===== src/rtl/shift_rows_stream.sv =====
// Streaming ShiftRows / InvShiftRows for Rijndael states of NB = 4, 6 or 8 columns.
// The transformed state and its tag are buffered in a small registered FIFO.
module shift_rows_stream #(
  parameter int NB    = 4,
  parameter int DEPTH = 2,
  parameter int TAG_W = 4,
  localparam int W    = 32 * NB,
  localparam int CW   = $clog2(DEPTH + 1)
) (
  input  logic             clk,
  input  logic             reset,
  input  logic             in_valid,
  output logic             in_ready,
  input  logic [W-1:0]     in_data,
  input  logic             in_inv,
  input  logic [TAG_W-1:0] in_tag,
  output logic             out_valid,
  input  logic             out_ready,
  output logic [W-1:0]     out_data,
  output logic [TAG_W-1:0] out_tag,
  output logic [CW-1:0]    count
);

  localparam int PW = (DEPTH > 1) ? $clog2(DEPTH) : 1;

  if (!(NB == 4 || NB == 6 || NB == 8)) begin : g_bad_nb
    $error("shift_rows_stream: NB must be 4, 6 or 8");
  end
  if (DEPTH < 1 || DEPTH > 8) begin : g_bad_depth
    $error("shift_rows_stream: DEPTH must be 1..8");
  end

  logic [W-1:0] w_fwd;
  logic [W-1:0] w_inv;
  logic [W-1:0] w_xform;
  logic         w_push;
  logic         w_pop;

  // Pure byte permutation: byte (4c + r) sits at bits [W-1-8(4c+r) -: 8].
  for (genvar c = 0; c < NB; c++) begin : g_col
    for (genvar r = 0; r < 4; r++) begin : g_row
      localparam int S     = (NB == 8 && r >= 2) ? r + 1 : r;
      localparam int DST   = W - 1 - 8 * (4 * c + r);
      localparam int SRC_F = W - 1 - 8 * (4 * ((c + S) % NB) + r);
      localparam int SRC_I = W - 1 - 8 * (4 * ((c + NB - S) % NB) + r);
      assign w_fwd[DST -: 8] = in_data[SRC_F -: 8];
      assign w_inv[DST -: 8] = in_data[SRC_I -: 8];
    end
  end

  assign w_xform = in_inv ? w_inv : w_fwd;

  logic [W-1:0]     r_mem [DEPTH];
  logic [TAG_W-1:0] r_tag [DEPTH];
  logic [PW-1:0]    r_wptr;
  logic [PW-1:0]    r_rptr;
  logic [CW-1:0]    r_count;

  // Handshake: a beat transfers on any edge where valid && ready; in_ready is a
  // pure decode of the registered count, so a pop never frees a slot in the same cycle.
  assign in_ready  = (r_count < CW'(DEPTH));
  assign out_valid = (r_count != '0);
  assign w_push    = in_valid && in_ready;
  assign w_pop     = out_valid && out_ready;
  assign out_data  = r_mem[r_rptr];
  assign out_tag   = r_tag[r_rptr];
  assign count     = r_count;

  function automatic logic [PW-1:0] next_ptr(input logic [PW-1:0] p);
    return (p == PW'(DEPTH - 1)) ? '0 : p + PW'(1);
  endfunction

  always_ff @(posedge clk) begin
    if (reset) begin
      r_wptr  <= '0;
      r_rptr  <= '0;
      r_count <= '0;
      for (int i = 0; i < DEPTH; i++) begin
        r_mem[i] <= '0;
        r_tag[i] <= '0;
      end
    end else begin
      if (w_push) begin
        r_mem[r_wptr] <= w_xform;
        r_tag[r_wptr] <= in_tag;
        r_wptr        <= next_ptr(r_wptr);
      end
      if (w_pop) begin
        r_rptr <= next_ptr(r_rptr);
      end
      if (w_push && !w_pop) begin
        r_count <= r_count + CW'(1);
      end else if (w_pop && !w_push) begin
        r_count <= r_count - CW'(1);
      end
    end
  end

endmodule


===== config.mk =====
export PLATFORM = sky130hd
export DESIGN_NAME = shift_rows_stream
export DESIGN_NICKNAME = d
export VERILOG_FILES = /design/src/rtl/shift_rows_stream.sv
export SDC_FILE = /design/constraint.sdc
export NUM_CORES = 1
export LEC_CHECK = 0
export ABC_AREA = 1
export BUFFER_PORTS_ARGS = -buffer_cell sky130_fd_sc_hd__buf_2
export CELL_PAD_IN_SITES_DETAIL_PLACEMENT = 0
export CELL_PAD_IN_SITES_GLOBAL_PLACEMENT = 1
export CORE_ASPECT_RATIO = 1.4
export CORE_MARGIN = 2
export CORE_UTILIZATION = 39
export CTS_CLUSTER_SIZE = 25
export DETAILED_ROUTE_END_ITERATION = 7
export PLACE_DENSITY = 0.74
export SYNTH_ARGS = -nofsm -noshare
export SYNTH_HDL_FRONTEND = slang
export SYNTH_SLANG_ARGS = --single-unit

===== constraint.sdc =====
create_clock -name clk -period 5.2 [get_ports clk]
set_clock_uncertainty 0.15 [all_clocks]
set_input_delay 1.04 -clock clk [delete_from_list [all_inputs] [get_ports clk]]
set_output_delay 1.04 -clock clk [all_outputs]
set_load 0.01 [all_outputs]

==> results.md <==
* Critical path class: register to primary output
* Clock Latency Late Sink at 550 ps
* Max-cap violations at 0
* GRT overflow at 0
* Layout cells sized above 1 at 37.6%
* Placed cell count at between 1500 and 2000
* Largest net degree at the start of global routing at 129
* First-pass GRT wire length at 41.4 mm
* F_max at 0.269 GHz
* CP max-delay cell: dfxtp_4
* CTS tree: yes
* Sequential power share at 46.4%
* RR Startpoint: count[1]
* Crit path buf inv count at 2
* Status: complete, no violations
* Post-CTS sizing at 0
* Max incr delay on CP at roughly 810 ps
* # fillers at roughly 2800
* Synth top area share at 65.8%
* Actual slew at the worst max-slew pin at 1120 ps
* Die Ht at approximately 210 um
* Gate Count Post-Synth at slightly below 1000
* Nets at 1372
* Clock transition at path regs at 60 ps
* CTS Buf Count at 26
* Starting density of the core at 39.4%
* CTS Sinks at 269
* Die Span X at 153 um
* RSZ-0062 raised after global routing: no
* Seq/Total Area, Yosys at 66.6%
* P_int at 4.31 mW
* Initial antenna violation count at 2
* Worst endpoint required time at 4010 ps
* ANT nets after route at 0
* WHS at approximately 360 ps
* Port-buffer cells at 272
* Syn_area_per_cell at 12.3 um^2
* Peak supply drop at 0.000219 V
* Max-slew violations at 0
* Post-DP HPWL at 17.6 mm
* Placer Congestion at 0.762
* Levels on crit path at 3
* Largest area contributor in the netlist: edfxtp_1
* Non-Filler Instances at 1646
* Final min period at 3720 ps
* FF-to-FF setup slack at 2440 ps
* Number of H-tree levels at 1
* CP delay by family, top: flip-flops
* Unique masters post-synth at 19
* Vias in the first global route at 7883
* TritonRoute pass-1 iters at 4
* Critical path arrival at 2530 ps
* Area grow syn2layout at 19.7%
* CTS max path bufs at 3
* Via density at 4.74
* Final setup viols at 0
* Commonest non-fill, non-tap cell in the layout: nor2_1
* Leakage at between 6 and 7 nW
* Combinational share of power at 23.8%
* GRT Overall Usage at between 10% and 20%
* Switching power at 1.77 mW
* Most frequent cells in the layout: nor2_1 (292), buf_2 (271), edfxtp_1 (264), mux2_2 (132), inv_1 (104)
* Core region area at 30600 um^2
* CP Launch Type: register
* Syn_nets at 1120
* Worst path cell trace: buf_4, mux2_2, buf_2
* Die Area at 32300 um^2
* Post-CTS setup buffer count at 0
* Cell Area, Synth at 12100 um^2
* Worst setup EP type: primary output
* Worst R2R End: r_mem[0][83]
* Power Dens Cells at around 420 nW/um^2
* Detailed Route Iter0 Violations at about 440
* Clk pwr share at 29.8%
* DRC at 0
* DR vias at slightly below 8000
* Hold-fix buffers, CTS at 0
* YS warnings at 0
* Final period util at 71.5%
* CP endpoint: out_data[69]
* Row cnt at 76
* Relative slew slack at 25.2%
* Wire length per cell at 16.6 um
* Synthesized flop and latch total at 269
* Setup TNS at 0 ps
* Min-delay worst type: register to register
* Critical path fanouts, max at between 40 and 50
* Final Hold Fails at 0
* Clk root buf: clkbuf_16
* I/O pin count at 273
* Largest cells by area after synthesis: edfxtp_1 (66%), mux2_2 (12%), nor2_1 (9.1%), inv_1 (3.2%), buf_6 (2.2%)
* Worst reg-to-reg path cell count at 6
* Sw Ratio at 29.1%
* Total wire length at 27.4 mm
worst min path at each step:
stage | from | end | slack (ps) | cells after the start
final | r_rptr | r_rptr | 360 | 2
after global routing | r_wptr | r_wptr | 410 | 2
after CTS | r_rptr | r_rptr | 360 | 2
after detailed placement | r_rptr | r_rptr | 340 | 2
after global placement | r_rptr | r_rptr | 330 | 2
after floorplan | r_rptr | register | 310 | 2
worst min-delay path: cells and delay by family (launching register included):
family	cells	cell delay [ps]
AO/OA/AOI/OAI	1	50
AND/OR/NAND/NOR	1	90
flip-flops	1	330
per-layer routing:
metal / track usage, % / vias up / routed length, um
met2: 30.7 / 211 / 14600
met5: 0 / - / 0
met3: 2.20 / 41 / 1210
met4: 6.39 / 0 / 865
met1: 18.7 / 3758 / 10700
li1: - / 3798 / -
synthesized netlist by cell type, drive strengths merged:
cell / instances
nand2: 44
inv: 107
a21oi: 34
nor2: 300
buf: 51
dfxtp: 5
ha: 1
o21ai: 33
edfxtp: 264
nand4: 1
mux2: 132
clkbuf: 6
nand3: 4
through the flow:
stage                     utilization (%)  power, mW  setup slack, ps  area (um^2)
after floorplan                         -       3.83              158        12100
after global placement               44.4       4.33             1690        13600
after detailed placement             44.4       4.35             1680        13600
after CTS                            47.1       6.18             1380        14400
after global routing                 47.1       6.37             1320        14400
final                                47.1       6.08             1480        14400
layout make-up:
class                      count  area, um^2  area share, %
sequential                   269        8030           55.7
inverter                     107         402           2.78
clock buffer                  27         654           4.54
antenna                        2        5.00         0.0347
multi-input combinational    549        3210           22.2
timing repair buffer         281        1470           10.2
clock inverter                21         168           1.16
tap                          390         488           3.38
cell families after synthesis:
logic type | count (synthesis) | share of synthesized area, %
AOI/OAI and AO/OA | 67 | 2.78
adders and majority gates | 1 | 0.104
buffers and inverters | 164 | 6.92
DFF | 269 | 66.6
muxes | 132 | 12.3
and+or+nand+nor | 349 | 11.2
power groups by stage:
stage	clock network [mW]	logic, mW	registers, mW
3_3_place_gp	0	1.47	2.86
5_1_grt	1.94	1.58	2.85
6_report	1.81	1.45	2.82
4_1_cts	1.87	1.48	2.83
2_1_floorplan	0	0.998	2.83
3_5_place_dp	0	1.48	2.87
registers in the layout, indices dropped and copies added (netlist names), named ones only:
| register | flops |
|---|---|
| r_wptr | 1 |
| r_tag | 8 |
| r_rptr | 1 |
| r_mem | 256 |
| count | 2 |
Note: power is estimated with default switching activity, not from simulation.
